### src/rtl/axi_burst_master.sv
// axi_burst_master: single-outstanding AXI-style burst initiator.
// A local command port launches one read or write burst at a time. Write
// data streams straight from the local source onto W, and read data streams
// straight from R to the local sink. Completion is a one-cycle done pulse
// with a response code that is held until the next completion.
module axi_burst_master #(
    parameter int ADDR_WIDTH = 16,
    parameter int DATA_WIDTH = 32
) (
    input  logic                  ACLK,
    input  logic                  ARESETn,
    // command port
    input  logic                  cmd_valid,
    output logic                  cmd_ready,
    input  logic                  cmd_write,
    input  logic [ADDR_WIDTH-1:0] cmd_addr,
    input  logic [7:0]            cmd_len,
    input  logic                  cmd_burst,
    // local write source
    input  logic                  wr_valid,
    output logic                  wr_ready,
    input  logic [DATA_WIDTH-1:0] wr_data,
    // local read sink
    output logic                  rd_valid,
    input  logic                  rd_ready,
    output logic [DATA_WIDTH-1:0] rd_data,
    output logic                  rd_last,
    // status
    output logic                  done,
    output logic [1:0]            resp,
    output logic                  busy,
    // write address channel
    output logic                  AWVALID,
    input  logic                  AWREADY,
    output logic [ADDR_WIDTH-1:0] AWADDR,
    output logic                  AWBURST,
    output logic [7:0]            AWLEN,
    // write data channel
    output logic                  WVALID,
    input  logic                  WREADY,
    output logic [DATA_WIDTH-1:0] WDATA,
    output logic                  WLAST,
    // write response channel
    input  logic                  BVALID,
    output logic                  BREADY,
    input  logic [1:0]            BRESP,
    // read address channel
    output logic                  ARVALID,
    input  logic                  ARREADY,
    output logic [ADDR_WIDTH-1:0] ARADDR,
    output logic                  ARBURST,
    output logic [7:0]            ARLEN,
    // read data channel
    input  logic                  RVALID,
    output logic                  RREADY,
    input  logic [DATA_WIDTH-1:0] RDATA,
    input  logic [1:0]            RRESP,
    input  logic                  RLAST
);

    typedef enum logic [2:0] {S_IDLE, S_AW, S_W, S_B, S_AR, S_R, S_DONE} state_t;

    state_t                state, next_state;
    logic [ADDR_WIDTH-1:0] addr_q;
    logic [7:0]            len_q;
    logic                  burst_q;
    logic [7:0]            count;
    logic [1:0]            resp_acc, resp_acc_next;
    logic                  last_err, last_err_next;
    logic                  accept, last_beat, w_hs, r_hs;

    // cmd_ready is registered so it is low while reset is held and during DONE
    assign accept    = (state == S_IDLE) && cmd_valid && cmd_ready;
    assign last_beat = (count == len_q - 8'd1);
    assign w_hs      = (state == S_W) && wr_valid && WREADY;
    assign r_hs      = (state == S_R) && RVALID && rd_ready;
    assign busy      = (state != S_IDLE);

    // Next-state logic, channel outputs and response accumulation
    always_comb begin
        // NOTE: every signal written here gets a default first so no path can
        // leave it unassigned; a missing default would infer a latch.
        next_state    = state;
        resp_acc_next = resp_acc;
        last_err_next = last_err;
        AWVALID  = 1'b0;  AWADDR  = '0;  AWBURST = 1'b0;  AWLEN = 8'd0;
        ARVALID  = 1'b0;  ARADDR  = '0;  ARBURST = 1'b0;  ARLEN = 8'd0;
        WVALID   = 1'b0;  WDATA   = '0;  WLAST   = 1'b0;  wr_ready = 1'b0;
        BREADY   = 1'b0;  RREADY  = 1'b0;
        rd_valid = 1'b0;  rd_data = '0;  rd_last = 1'b0;
        done     = 1'b0;

        case (state)
            S_IDLE: begin
                if (accept) begin
                    resp_acc_next = 2'b00;
                    last_err_next = 1'b0;
                    if (cmd_len == 8'd0) begin
                        // empty burst: no bus traffic, report an error
                        resp_acc_next = 2'b10;
                        next_state    = S_DONE;
                    end else begin
                        next_state = cmd_write ? S_AW : S_AR;
                    end
                end
            end
            S_AW: begin
                AWVALID = 1'b1;
                AWADDR  = addr_q;
                AWBURST = burst_q;
                AWLEN   = len_q;
                if (AWREADY) next_state = S_W;
            end
            S_W: begin
                WVALID   = wr_valid;
                WDATA    = wr_data;
                wr_ready = WREADY;
                WLAST    = last_beat;
                if (w_hs && last_beat) next_state = S_B;
            end
            S_B: begin
                BREADY = 1'b1;
                if (BVALID) begin
                    resp_acc_next = BRESP;
                    next_state    = S_DONE;
                end
            end
            S_AR: begin
                ARVALID = 1'b1;
                ARADDR  = addr_q;
                ARBURST = burst_q;
                ARLEN   = len_q;
                if (ARREADY) next_state = S_R;
            end
            S_R: begin
                rd_valid = RVALID;
                rd_data  = RDATA;
                RREADY   = rd_ready;
                rd_last  = last_beat;
                if (r_hs) begin
                    if (RRESP > resp_acc) resp_acc_next = RRESP;
                    // a slave RLAST that disagrees with our beat count is sticky
                    if (RLAST != last_beat) last_err_next = 1'b1;
                    // the beat count, not RLAST, ends the burst
                    if (last_beat) next_state = S_DONE;
                end
            end
            S_DONE: begin
                done       = 1'b1;
                next_state = S_IDLE;
            end
            default: next_state = S_IDLE;
        endcase
    end

    // State, command fields, beat counter and the held completion response
    always_ff @(posedge ACLK or negedge ARESETn) begin
        if (!ARESETn) begin
            state     <= S_IDLE;
            cmd_ready <= 1'b0;
            addr_q    <= '0;
            len_q     <= 8'd0;
            burst_q   <= 1'b0;
            count     <= 8'd0;
            resp_acc  <= 2'b00;
            last_err  <= 1'b0;
            resp      <= 2'b00;
        end else begin
            // NOTE: non-blocking assignments so every register here samples
            // the pre-edge values, independent of statement order.
            state     <= next_state;
            cmd_ready <= (next_state == S_IDLE);
            resp_acc  <= resp_acc_next;
            last_err  <= last_err_next;
            if (accept) begin
                addr_q  <= cmd_addr;
                len_q   <= cmd_len;
                burst_q <= cmd_burst;
                count   <= 8'd0;
            end else if (w_hs || r_hs) begin
                // never passes len-1, so len=255 cannot wrap
                count <= count + 8'd1;
            end
            if (next_state == S_DONE)
                resp <= last_err_next ? 2'b10 : resp_acc_next;
        end
    end

endmodule

### config.mk
export PLATFORM = sky130hd
export DESIGN_NAME = axi_burst_master
export DESIGN_NICKNAME = d
export VERILOG_FILES = /design/src/rtl/axi_burst_master.sv
export SDC_FILE = /design/constraint.sdc
export NUM_CORES = 1
export LEC_CHECK = 0
export CAP_MARGIN = 10
export CORE_UTILIZATION = 37
export DETAILED_ROUTE_END_ITERATION = 6
export GPL_ROUTABILITY_DRIVEN = 0
export HOLD_SLACK_MARGIN = 0.05
export PLACE_DENSITY = 0.85
export SYNTH_ARGS = -nofsm -noshare
export SYNTH_HDL_FRONTEND = slang
export SYNTH_SLANG_ARGS = --single-unit
### constraint.sdc
create_clock -name ACLK -period 5.8 [get_ports ACLK]
set_input_delay 1.16 -clock ACLK [delete_from_list [all_inputs] [get_ports ACLK]]
set_output_delay 1.16 -clock ACLK [all_outputs]
set_load 0.1 [all_outputs]
==> Word level (Yosys, flattened, before mapping) <==
Index checks and enable logic that the tools add are counted.
{ "op_classes": {"n_addsub": 2, "order_cmp": 1, "eq_ne": 9, "mux": 41, "n_reduce_logical": 13} }
{ "op_table": {"columns": ["op", "n"], "rows": [
  ["two-way mux 32 bit", 2],
  ["two-way mux 16 bit", 2],
  ["two-way mux 8 bit", 4],
  ["two-way mux 3 bit", 9],
  ["case mux 3 bit (6 select lines)", 1],
  ["two-way mux 1 bit", 15],
  ["equality test 3 bit (second input constant)", 4],
  ["two-way mux 2 bit", 6],
  ["adder 8 x 1 -> 8 bit (second input constant)", 1],
  ["equality test 8 bit", 1],
  ["logical NOT 8 bit", 1],
  ["subtractor 8 x 1 -> 8 bit (second input constant)", 1],
  ["logical AND 1 bit", 7],
  ["equality test 3 x 2 -> 1 bit (second input constant)", 2],
  ["logical NOT 3 bit", 2],
  ["case mux 2 bit (3 select lines)", 1],
  ["equality test 3 x 1 -> 1 bit (second input constant)", 1],
  ["nonzero test 3 bit", 1],
  ["greater-than comparator 2 bit", 1],
  ["case mux 1 bit (2 select lines)", 1],
  ["nonzero test 2 bit", 1],
  ["logical OR 1 bit", 1],
  ["inequality test 1 bit", 1]
]} }
{ "totals": {"reg_bits": 42, "in_bits": 105, "out_inout_bits": 128, "wordCells": 75} }

==> Longest topological paths before layout <==
Gate-level depths: netlist of run 1.
{ "depth": {"word_depth": 7, "depth_mapped": 9, "ltp_nobuf": 9} }

==> Worst setup path after synthesis of run 1 <==
Ideal clock, no wire load.
{ "synth_path": {"path_kind": "register to output", "from": "register len_q[0]", "to": "output port rd_last", "arrival_time_ns": 3.428, "required_ns": 4.640, "slack_ns": 1.212, "stages_incl_launch_ff": 7, "n_path_buf": 0, "path_cell_list": "dfrtp_1 > inv_1 > ha_1 > or3_1 > a31oi_1 > nand3_1 > nor3_1"} }
{ "synth_via": {"elab_chain_len": 3} }
{ "synth_lines": {"columns": ["element", "line_no", "source"], "rows": [
  ["start, declared", "65", "logic [7:0] len_q;"],
  ["start signal, assigned", "177", "len_q <= cmd_len;"],
  ["subtractor 8 x 1 -> 8 bit", "74", "assign last_beat = (count == len_q - 8'd1);"],
  ["equality test 8 bit", "74", null],
  ["two-way mux 1 bit", "93", "case (state)"],
  ["end, declared", "27", "output logic rd_last,"]
]} }
Every way passes these cells.

==> Final worst setup path of run 1 <==
{ "layout_path": {"from": "register state[2]", "to": "output port rd_data[1]"} }
{ "layout_via": {"elab_chain_len": 2} }
{ "layout_lines": {"columns": ["element", "line_no", "source"], "rows": [
  ["start, declared", "63", "state_t state, next_state;"],
  ["start signal, assigned", "171", "state <= next_state;"],
  ["equality test 3 bit", "93", null],
  ["two-way mux 32 bit", "93", null],
  ["end, declared", "26", "output logic [DATA_WIDTH-1:0] rd_data,"]
]} }
Every way passes these cells.

==> summary.json, run 1 <==
{
  "startpoint_type": "flop",
  "setup_viol_count_final": 0,
  "crit_path_top_delay_cell": "sky130_fd_sc_hd__clkdlybuf4s50_1",
  "p_clk_frac": 0.067,
  "detailed_router_s_first_iteration_violation_count": 120,
  "synth_simple_gate_area_share": 0.472,
  "layout_overhead_on_the_synthesized_area_pct": 77.2,
  "muxShareOfSynthArea": 0.00644,
  "grt_first_pass_wirelength_um": 17900,
  "grt_max_degree": 43,
  "cts_made_buffers": 5,
  "final_antenna_net_count": 0,
  "synth.distinct_cells": 52,
  "routed-via-count": 3568,
  "clock_tree.htree_level_count": 2,
  "critical_r2r_launch": "state[2]$_DFF_PN0_",
  "placed_cell_area_sq_um": 5410,
  "combPwrFrac": 0.742,
  "max_cap_viol_count": 0,
  "yosys.area_share.adder": 0.0201,
  "cp.required_ps": 4640,
  "worst-path-max-fanout": 38,
  "fin_tns_setup_ps": 0,
  "synth_xor_area_frac": 0.0451,
  "worst_hold_path_class": "reg2reg",
  "dpl_worst_slack_ps": 1350,
  "netlist_instances": 395,
  "clock_tree_from_tritoncts": "yes",
  "clkSlewWorstSetupHoldPaths_ps": 80,
  "hold_path_startpoint": "last_err$_DFF_PN0_",
  "cts_post_setup_buffers_inserted": 0,
  "list_of_cells_traversed_by_the_critical_path": "and3b_1, and2_1, clkdlybuf4s50_1",
  "routed_vias_inst": 4.95,
  "rr_worst_depth": 7,
  "regArea_sq_um": 1050,
  "synth.avg_cell_area_sq_um": 7.87,
  "r2r_slack_ps": 2480,
  "vdd_ir_drop_max_mv": 0.318,
  "number_of_iterations_in_the_first_detailed_routing_pass": 4,
  "design.core.area_sq_um": 8180,
  "final_cells": 721,
  "hold_fails_final_rpt": 0,
  "p_switching_mw": 1.88,
  "gr-total-overflow": 0,
  "synth_top_flop_cell": "sky130_fd_sc_hd__dfrtp_1",
  "placedCellCount": 713,
  "compound_gate_fraction_of_synth_area": 0.0757,
  "hold_depth": 2,
  "nFillCells": 647,
  "post_synth_most_frequent_cells": "sky130_fd_sc_hd__and2_1, sky130_fd_sc_hd__nand2_1, sky130_fd_sc_hd__dfrtp_1, sky130_fd_sc_hd__and3_1, sky130_fd_sc_hd__clkbuf_1",
  "synth_top_family_by_area": "simple AND/OR/NAND/NOR gates",
  "p_int_mw": 1.08,
  "synthTopCellsByArea": "sky130_fd_sc_hd__dfrtp_1, sky130_fd_sc_hd__and2_1, sky130_fd_sc_hd__nand2_1",
  "routed_wire_length_per_instance_um": 16.2,
  "seq_power_share": 0.191,
  "holdBufCountCts": 0,
  "result_of_the_run": "finished, final reports clean",
  "holdPathEnd": "last_err$_DFF_PN0_",
  "die_area_sq_um": 8770,
  "synth.most_common_cell": "sky130_fd_sc_hd__and2_1",
  "pwr_density_cell_nw_per_um2": 537,
  "detailedPlacementHpwl_um": 9300,
  "netlist.top_cell.by_area": "sky130_fd_sc_hd__dfrtp_1",
  "remaining_drc_errors": 0,
  "finalWorstSetupSlack_ps": 1010,
  "post_cts.resized_instances": 0,
  "worstSetupEndpointType": "primary output",
  "postRouteWirelength_um": 11700,
  "multiInputGateArea_sq_um": 1930,
  "asyncSetResetFlopFracSynth": 1.00,
  "cp.arrival_ps": 3630,
  "mappedNetlistNets": 505,
  "setup.worst_path.class": "reg2out",
  "number_of_storage_elements_in_the_synthesis_netlist": 42,
  "initial_core_util": 0.380,
  "critical-path-max-stage-delay_ps": 1140,
  "diodes": 0,
  "fmax_mhz": 209,
  "timing.slew.headroom": 0.309,
  "synth.yosys.warnings": 0,
  "netlist_area_sq_um": 3110,
  "layout_min_cycle_time_ps": 4790,
  "buffer_ports.inserted": 232,
  "fp.dieW_um": 93.7,
  "synth_top_area_share": 0.338,
  "cts_root_buffer": "sky130_fd_sc_hd__clkbuf_8",
  "grt_setup_unrepaired": "no",
  "clock-sinks": 42,
  "fin_crit_sh": 0.826,
  "worst_clock_skew_ps": 6.14,
  "std_cell_rows": 33,
  "die_height_um": 93.7,
  "crit-reg2reg-capture": "resp[1]$_DFFE_PN0N_",
  "layout_cells_sized_above_1": 0.0812,
  "cts-root-to-sink-buffers": 2,
  "power.leakage_nw": 2.51,
  "drv_slew": 0,
  "switching_share": 0.636,
  "global_route.usage.total": 0.266,
  "clock_insertion_delay_worst_skew_ps": 290,
  "synth_edf_count": 0,
  "io-pin-count": 233,
  "antenna_found_initial": 0,
  "nets": 725,
  "postLayoutCellArea_sq_um": 5510,
  "worst_slew_pin_slew_ps": 1030,
  "synth_seq_area_share": 0.338,
  "first_global_vias": 3562
}
[cells in the final DEF (no fill, tap or decap), drive strengths merged, types with 4 or more instances in the layout]
| master | instances |
|---|---|
| nand2b | 4 |
| o21ai | 9 |
| inv | 9 |
| clkdlybuf4s50 | 204 |
| xnor2 | 10 |
| clkbuf | 6 |
| a21oi | 4 |
| ha | 5 |
| nand2 | 84 |
| buf | 31 |
| and3 | 29 |
| and3b | 4 |
| nor2 | 16 |
| nor2b | 5 |
| xor2 | 6 |
| nor3 | 8 |
| nand3 | 7 |
| and2 | 99 |
| dfrtp | 42 |
[stage by stage]
| stage | hold slack [ps] | power, mW | utilization |
|---|---|---|---|
| 2_1_floorplan | 438 | 2.24 | - |
| 3_3_place_gp | 451 | 2.73 | 0.662 |
| 3_5_place_dp | 462 | 2.77 | 0.662 |
| 4_1_cts | 481 | 2.97 | 0.674 |
| 5_1_grt | 525 | 3.12 | 0.674 |
| 6_report | 478 | 2.96 | 0.674 |
[power by group through the flow]
stage | Clock (mW) | Combinational [mW] | Sequential (mW)
detailed placement | 0 | 2.20 | 0.568
global route | 0.217 | 2.31 | 0.590
global placement | 0 | 2.17 | 0.562
CTS | 0.202 | 2.20 | 0.564
floorplan | 0 | 1.68 | 0.567
finish | 0.198 | 2.20 | 0.566
[how the worst max path moves through the flow]
stage,end,cells past startpoint,start
floorplan,rd_last,6,len_q[0]$_DFFE_PN0P_
global placement,rd_data[0],3,state[2]$_DFF_PN0_
detailed placement,rd_data[1],3,state[2]$_DFF_PN0_
CTS,rd_data[1],3,state[2]$_DFF_PN0_
global route,rd_data[5],3,state[2]$_DFF_PN0_
finish,rd_data[1],3,state[2]$_DFF_PN0_
[kinds of logic after synthesis]
kind of cell	Yosys count
simple gates	267
mux	2
compound gates	32
buf+inv	31
flops	42
fa+ha+maj	5
xor+xnor	16
[per-layer routing]
metal / GRT usage / up-vias / share of wire
li1: - / 1730 / -
met2: 0.460 / 172 / 0.48
met5: 0 / - / 0
met4: 0.118 / 0 / 0.030
met1: 0.315 / 1640 / 0.41
met3: 0.0591 / 26 / 0.083
[final cells by class]
class,instances,share of cell area
multi-input combinational,322,0.350
tap,105,0.0238
timing repair buffer,235,0.412
inverter,9,0.00613
clock inverter,2,0.00227
sequential,42,0.191
clock buffer,6,0.0150
[sequential cells by signal (all words and copies together), names as in the netlist]
name,count
addr_q,16
count,8
len_q,8
state,3
resp,2
resp_acc,2
burst_q,1
cmd_ready,1
last_err,1
[worst max-delay path, delay by kind of cell, from the launching register on]
kind / cells / cell delay [ps]
AND/OR/NAND/NOR: 2 / 1180
buffers and inverters: 1 / 1140
flip-flops: 1 / 1000
Note: power is estimated with default switching activity, not from simulation.
==> run 2: changes to the inputs <==
Settings changed: CORE_UTILIZATION 37 to 31, PLACE_DENSITY 0.85 to 0.75.
Clock period 5.8 ns to 4.2 ns, I/O delays scaled along.
==> run 2 against run 1 <==
  * Final cell count up 4.0%
  * Sequential power up 34%
  * Sequential cell count unchanged
  * Critical path type unchanged
  * Largest cell class unchanged
  * Highest routed layer unchanged
==> summary.json, run 2 (synthesized netlist as in run 1, its figures left out) <==
{
  "max_flop_register": "addr_q",
  "io-pin-count": {"value": 233, "change": "unchanged"},
  "cp.arrival": {"value": 2380, "unit": "ps", "change": "-1250 ps"},
  "cp.required": {"value": 3360, "unit": "ps", "change": "-1280 ps"},
  "first_global_vias": {"value": 3585, "change": "+0.65%"},
  "report.power.total": {"value": 4.42, "unit": "mW", "change": "+49%"},
  "worstSetupEndpointType": "primary output",
  "cts_post_setup_buffers_inserted": {"value": 0, "change": "unchanged"},
  "worst_slew_pin_slew": {"value": 1110, "unit": "ps", "change": "+78.3 ps"},
  "layout_min_cycle_time_ps": 3220,
  "remaining_drc_errors": {"value": 0, "change": "unchanged"},
  "drv_slew": {"value": 0, "change": "unchanged"},
  "global_route.usage.total": {"value": 0.224, "change": "-0.0421"},
  "rr_worst_depth": {"value": 7, "change": "unchanged"},
  "grt_max_degree": {"value": 43, "change": "unchanged"},
  "worst-path-max-fanout": {"value": 7, "change": "-82%"},
  "layout_cells_sized_above_1": {"value": 0.241, "change": "+0.160"},
  "holdPathEnd": "last_err$_DFF_PN0_",
  "initial_core_util": {"value": 0.320, "change": "-0.0607"},
  "detailedPlacementHpwl": {"value": 9590, "unit": "um", "change": "+3.1%"},
  "fp.dieW": {"value": 102, "unit": "um", "change": "+9.1%"},
  "cts-root-to-sink-buffers": {"value": 2, "change": "unchanged"},
  "hold_path_startpoint": "last_err$_DFF_PN0_",
  "timing.slew.headroom": {"value": 0.258, "change": "-0.0508"},
  "power.leakage": {"value": 2.88, "unit": "nW", "change": "+15%"},
  "result_of_the_run": "finished, final reports clean",
  "max_cap_viol_count": {"value": 0, "change": "unchanged"},
  "clock_tree.htree_level_count": {"value": 2, "change": "unchanged"},
  "worst_hold_path_class": "reg2reg",
  "fmax_mhz": 311,
  "layout_common_cells": "sky130_fd_sc_hd__clkdlybuf4s50_1, sky130_fd_sc_hd__and2_1, sky130_fd_sc_hd__nand2_1",
  "largestRegisters": "addr_q (16), count (8), len_q (8)",
  "antenna_found_initial": {"value": 0, "change": "unchanged"},
  "holdBufCountCts": {"value": 0, "change": "unchanged"},
  "cts_root_buffer": "sky130_fd_sc_hd__clkbuf_8",
  "cts_made_buffers": {"value": 5, "change": "unchanged"},
  "largest_reg_flops": {"value": 16, "change": "unchanged"},
  "routed_vias_inst": {"value": 4.83, "change": "-2.5%"},
  "diodes": {"value": 0, "change": "unchanged"},
  "clock_tree_from_tritoncts": "yes",
  "detailed_router_s_first_iteration_violation_count": {"value": 109, "change": "-9.2%"},
  "crit_start": "len_q[0]$_DFFE_PN0P_",
  "fin_tns_setup": {"value": 0, "unit": "ps", "change": "unchanged"},
  "setup_viol_count_final": {"value": 0, "change": "unchanged"},
  "final_cells": {"value": 750, "change": "+4.0%"},
  "routed-via-count": {"value": 3619, "change": "+1.4%"},
  "nets": {"value": 726, "change": "+0.14%"},
  "placedCellCount": {"value": 742, "change": "+4.1%"},
  "die_area": {"value": 10400, "unit": "sq um", "change": "+19%"},
  "fin_crit_sh": 0.766,
  "final_common_cell": "sky130_fd_sc_hd__clkdlybuf4s50_1",
  "hold_fails_final_rpt": {"value": 0, "change": "unchanged"},
  "postRouteWirelength": {"value": 12100, "unit": "um", "change": "+3.1%"},
  "worst_clock_skew": {"value": 4.11, "unit": "ps", "change": "-2.04 ps"},
  "hold_depth": {"value": 2, "change": "unchanged"},
  "final_antenna_net_count": {"value": 0, "change": "unchanged"},
  "std_cell_rows": {"value": 36, "change": "+9.1%"},
  "post_cts.resized_instances": {"value": 0, "change": "unchanged"},
  "finalCoreUtilization": {"value": 0.624, "change": "-0.0495"},
  "clock_insertion_delay_worst_skew": {"value": 290, "unit": "ps", "change": "about the same"},
  "pwr_density_cell": {"value": 728, "unit": "nW/um^2", "change": "+36%"},
  "design.core.area": {"value": 9730, "unit": "sq um", "change": "+19%"},
  "clock-sinks": {"value": 42, "change": "unchanged"},
  "setup.worst_path.class": "reg2out",
  "layout_overhead_on_the_synthesized_area_pct": 95.4,
  "grt_first_pass_wirelength": {"value": 18000, "unit": "um", "change": "+0.69%"},
  "r2r_slack": {"value": 1420, "unit": "ps", "change": "-1060 ps"},
  "die_height": {"value": 102, "unit": "um", "change": "+9.1%"},
  "vdd_ir_drop_max": {"value": 0.413, "unit": "mV", "change": "+30%"},
  "number_of_iterations_in_the_first_detailed_routing_pass": {"value": 4, "change": "unchanged"},
  "grt_setup_unrepaired": "no",
  "routed_wire_length_per_instance": {"value": 16.1, "unit": "um", "change": "-0.85%"},
  "buffer_ports.inserted": {"value": 232, "change": "unchanged"},
  "startpoint_type": "flop",
  "crit-reg2reg-capture": "resp[1]$_DFFE_PN0N_",
  "gr-total-overflow": {"value": 0, "change": "unchanged"},
  "clkSlewWorstSetupHoldPaths": {"value": 80, "unit": "ps", "change": "about the same"},
  "critical_r2r_launch": "state[1]$_DFF_PN0_"
}
## run 2: cell count changes in the layout (fill, tap and decap cells not counted)
cell / previous run / this run
sky130_fd_sc_hd__clkdlybuf4s50_1: 204 / 106
sky130_fd_sc_hd__buf_12: 0 / 61
sky130_fd_sc_hd__buf_4: 30 / 68
sky130_fd_sc_hd__clkbuf_1: 0 / 1
sky130_fd_sc_hd__clkinv_2: 1 / 0
sky130_fd_sc_hd__clkinvlp_4: 1 / 0
sky130_fd_sc_hd__inv_6: 0 / 1
sky130_fd_sc_hd__nor3_1: 7 / 6
sky130_fd_sc_hd__nor3_2: 0 / 1
## run 2: final cells by class
| type | instances | area, sq um |
|---|---|---|
| flip-flops and latches | 42 | 1050 |
| fillers | 812 | 3650 |
| repair buffers | 236 | 2800 |
| inverters | 9 | 33.8 |
| clock inverters | 1 | 8.76 |
| multi-input cells | 322 | 1930 |
| well taps | 133 | 166 |
| clock buffers | 7 | 86.3 |
## run 2: how the worst max path moves through the flow
stage,end,depth (start not counted)
final,WLAST,7
after global routing,AWLEN[2],5
after CTS,WLAST,7
after detailed placement,resp[0]$_DFFE_PN0N_,8
after global placement,resp[0]$_DFFE_PN0N_,8
after floorplan,AWADDR[10],5
## run 2: power by group
part / total (mW) / switching [mW] / internal [mW]
Sequential: 0.761 / 0.196 / 0.565
Clock: 0.276 / 0.140 / 0.136
Combinational: 3.39 / 2.36 / 1.03
Total: 4.42 / 2.69 / 1.73
## run 2: per-stage QoR
stage | instance area, sq um | hold WS [ps] | worst slack [ps]
finish | 6070 | 483 | 982
global route | 6070 | 535 | 801
CTS | 6070 | 484 | 980
detailed placement | 5980 | 456 | 915
global placement | 5980 | 450 | 1020
floorplan | 3110 | 438 | 478
## run 2: metal layers
layer,vias up,track usage,wire length (um)
met5,-,0,0
met4,0,0.0813,317
met3,23,0.0568,1060
met2,175,0.409,6010
met1,1686,0.250,4670
li1,1735,-,-
## run 2: critical path: stages, from the launching register on
cell and delay [ps]:
sky130_fd_sc_hd__dfrtp_1 470, sky130_fd_sc_hd__inv_1 90, sky130_fd_sc_hd__ha_1 280, sky130_fd_sc_hd__or3_1 380
sky130_fd_sc_hd__a31oi_1 210, sky130_fd_sc_hd__and3_2 260, sky130_fd_sc_hd__and3_1 210, sky130_fd_sc_hd__buf_12 180
==> run 3: changes to the inputs <==
Clock period 4.2 ns to 2.7 ns, I/O delays scaled along.
==> run 3 against run 2 <==
  * Global-route usage increased by 2.1 points
  * Sequential cell count unchanged
  * Largest cell class unchanged
  * First-iteration DRC count increased by 88%
  * Die area unchanged
  * Combinational power increased by 76%
  * Wire length increased by 8.8%
  * Design area increased by 16%
  * Clock-buffer cell count unchanged
  * Sequential share of layout area decreased by 2.3 points
  * Final cell count increased by 1.5%
  * Via count increased by 4.1%
  * Worst hold slack got worse by 94 ps
==> summary.json, run 3 (synthesized netlist as in run 1, its figures left out) <==
{
  "result_of_the_run": "finished, final reports clean",
  "vdd_ir_drop_max": {"value": 0.602, "unit": "mV", "change": "+46%"},
  "pwr_density_cell": {"value": 1080, "unit": "nW/um^2", "change": "+48%"},
  "routed_wire_length_per_instance": {"value": 17.2, "unit": "um", "change": "+7.3%"},
  "io-pin-count": {"value": 233, "change": "unchanged"},
  "clock-sinks": {"value": 42, "change": "unchanged"},
  "report.power.total": {"value": 7.58, "unit": "mW", "change": "+71%"},
  "final_cells": {"value": 761, "change": "+1.5%"},
  "antenna_found_initial": {"value": 0, "change": "unchanged"},
  "worst_clock_skew": {"value": 3.56, "unit": "ps", "change": "-0.549 ps"},
  "final_common_cell": "sky130_fd_sc_hd__buf_12",
  "clock_tree.htree_level_count": {"value": 2, "change": "unchanged"},
  "worst_hold_path_class": "in2async",
  "max_flop_register": "addr_q",
  "remaining_drc_errors": {"value": 0, "change": "unchanged"},
  "fmax_mhz": 378,
  "worst_slew_pin_slew": {"value": 951, "unit": "ps", "change": "-161 ps"},
  "fin_crit_sh": 0.979,
  "drv_slew": {"value": 0, "change": "unchanged"},
  "largestRegisters": "addr_q (16), count (8), len_q (8)",
  "clock_tree_from_tritoncts": "yes",
  "final_layout_worst_hold_slack": {"value": 389, "unit": "ps", "change": "-93.8 ps"},
  "layout_overhead_on_the_synthesized_area_pct": 127,
  "routed_vias_inst": {"value": 4.95, "change": "+2.6%"},
  "finalWorstSetupSlack": {"value": 55.8, "unit": "ps", "change": "-926 ps"},
  "hold_fails_final_rpt": {"value": 0, "change": "unchanged"},
  "layout_common_cells": "sky130_fd_sc_hd__buf_12, sky130_fd_sc_hd__clkdlybuf4s50_1, sky130_fd_sc_hd__and2_1",
  "design.core.area": {"value": 9730, "unit": "sq um", "change": "unchanged"},
  "clock_insertion_delay_worst_skew": {"value": 290, "unit": "ps", "change": "about the same"},
  "nets": {"value": 737, "change": "+1.5%"},
  "std_cell_rows": {"value": 36, "change": "unchanged"},
  "gr-total-overflow": {"value": 0, "change": "unchanged"},
  "cp.arrival": {"value": 2100, "unit": "ps", "change": "-280 ps"},
  "largest_reg_flops": {"value": 16, "change": "unchanged"},
  "setup.worst_path.class": "reg2out",
  "buffer_ports.inserted": {"value": 232, "change": "unchanged"},
  "startpoint_type": "flop",
  "cts_made_buffers": {"value": 5, "change": "unchanged"},
  "initial_core_util": {"value": 0.320, "change": "unchanged"},
  "placedCellCount": {"value": 750, "change": "+1.1%"},
  "global_route.usage.total": {"value": 0.245, "change": "+0.0214"},
  "die_area": {"value": 10400, "unit": "sq um", "change": "unchanged"},
  "die_height": {"value": 102, "unit": "um", "change": "unchanged"},
  "setup_viol_count_final": {"value": 0, "change": "unchanged"},
  "worst-path-max-fanout": {"value": 8, "change": "+1"},
  "fp.dieW": {"value": 102, "unit": "um", "change": "unchanged"},
  "grt_max_degree": {"value": 43, "change": "unchanged"},
  "power.leakage": {"value": 3.14, "unit": "nW", "change": "+8.9%"},
  "dpl_worst_slack": {"value": -107, "unit": "ps", "change": "-1020 ps"},
  "layout_min_cycle_time_ps": 2640,
  "detailed_router_s_first_iteration_violation_count": {"value": 205, "change": "+88%"},
  "worstSetupEndpointType": "primary output",
  "nFillCells": {"value": 718, "change": "-12%"},
  "detailedPlacementHpwl": {"value": 10600, "unit": "um", "change": "+10%"},
  "holdBufCountCts": {"value": 0, "change": "unchanged"},
  "postLayoutCellArea": {"value": 7040, "unit": "sq um", "change": "+16%"},
  "clkSlewWorstSetupHoldPaths": {"value": 80, "unit": "ps", "change": "about the same"},
  "number_of_iterations_in_the_first_detailed_routing_pass": {"value": 4, "change": "unchanged"},
  "finalCoreUtilization": {"value": 0.724, "change": "+0.0995"},
  "fin_tns_setup": {"value": 0, "unit": "ps", "change": "unchanged"},
  "cp.required": {"value": 2160, "unit": "ps", "change": "-1200 ps"},
  "final_antenna_net_count": {"value": 0, "change": "unchanged"},
  "grt_first_pass_wirelength": {"value": 19600, "unit": "um", "change": "+8.8%"},
  "layout_cells_sized_above_1": {"value": 0.293, "change": "+0.0515"},
  "cts-root-to-sink-buffers": {"value": 2, "change": "unchanged"},
  "diodes": {"value": 0, "change": "unchanged"},
  "routed-via-count": {"value": 3768, "change": "+4.1%"},
  "cts_root_buffer": "sky130_fd_sc_hd__clkbuf_8",
  "timing.slew.headroom": {"value": 0.366, "change": "+0.108"},
  "placed_cell_area": {"value": 6850, "unit": "sq um", "change": "+15%"},
  "postRouteWirelength": {"value": 13100, "unit": "um", "change": "+8.8%"},
  "max_cap_viol_count": {"value": 0, "change": "unchanged"},
  "first_global_vias": {"value": 3672, "change": "+2.4%"}
}
[run 3: final timing paths]
path                                 startpoint                    end  slack, ps  cells after the start
setup / recovery           count[2]$_DFFE_PN0P_                  WLAST         60                      6
hold / removal                          ARESETn  addr_q[0]$_DFFE_PN0P_        390                      1
setup reg to reg             state[2]$_DFF_PN0_    resp[0]$_DFFE_PN0N_        430                      8
hold reg to reg              last_err$_DFF_PN0_     last_err$_DFF_PN0_        470                      2
max in group asynchronous               ARESETn     state[1]$_DFF_PN0_       1660                      1
min in group ACLK            last_err$_DFF_PN0_     last_err$_DFF_PN0_        470                      2
[run 3: worst max-delay path: stages, from the launching register on]
cell	delay, ps
sky130_fd_sc_hd__dfrtp_1	470
sky130_fd_sc_hd__nor2b_1	170
sky130_fd_sc_hd__or3_4	380
sky130_fd_sc_hd__a31oi_4	210
sky130_fd_sc_hd__and3_4	200
sky130_fd_sc_hd__and3_2	200
sky130_fd_sc_hd__buf_12	170
[run 3: report_power, final]
part	leakage [nW]	internal, mW	total, mW	switching [mW]
Clock	0.0482	0.207	0.425	0.219
Sequential	0.535	0.883	1.18	0.301
Combinational	2.55	2.10	5.97	3.87
[run 3: area by class of cell]
type,count,area [sq um],area share
timing repair buffer,247,3680,0.522
multi-input combinational,322,2020,0.287
sequential,42,1050,0.150
tap,133,166,0.0236
clock buffer,7,86.3,0.0123
inverter,9,33.8,0.00480
clock inverter,1,5.00,0.000711
[run 3: timing repair]
action                                  4_1_cts  5_1_grt
endpoints found under the hold margin         0        0
pin swaps                                     0        2
gates resized for setup                       2       15
gates cloned                                  0        0
buffers inserted                              1        2
endpoints found under the setup margin        4       23
[run 3: per-layer routing]
| layer | up-vias | global-route usage | share of wire |
|---|---|---|---|
| li1 | 1757 | - | - |
| met3 | 31 | 0.0725 | 0.096 |
| met5 | - | 0 | 0 |
| met1 | 1783 | 0.266 | 0.36 |
| met4 | 0 | 0.107 | 0.032 |
| met2 | 197 | 0.441 | 0.51 |
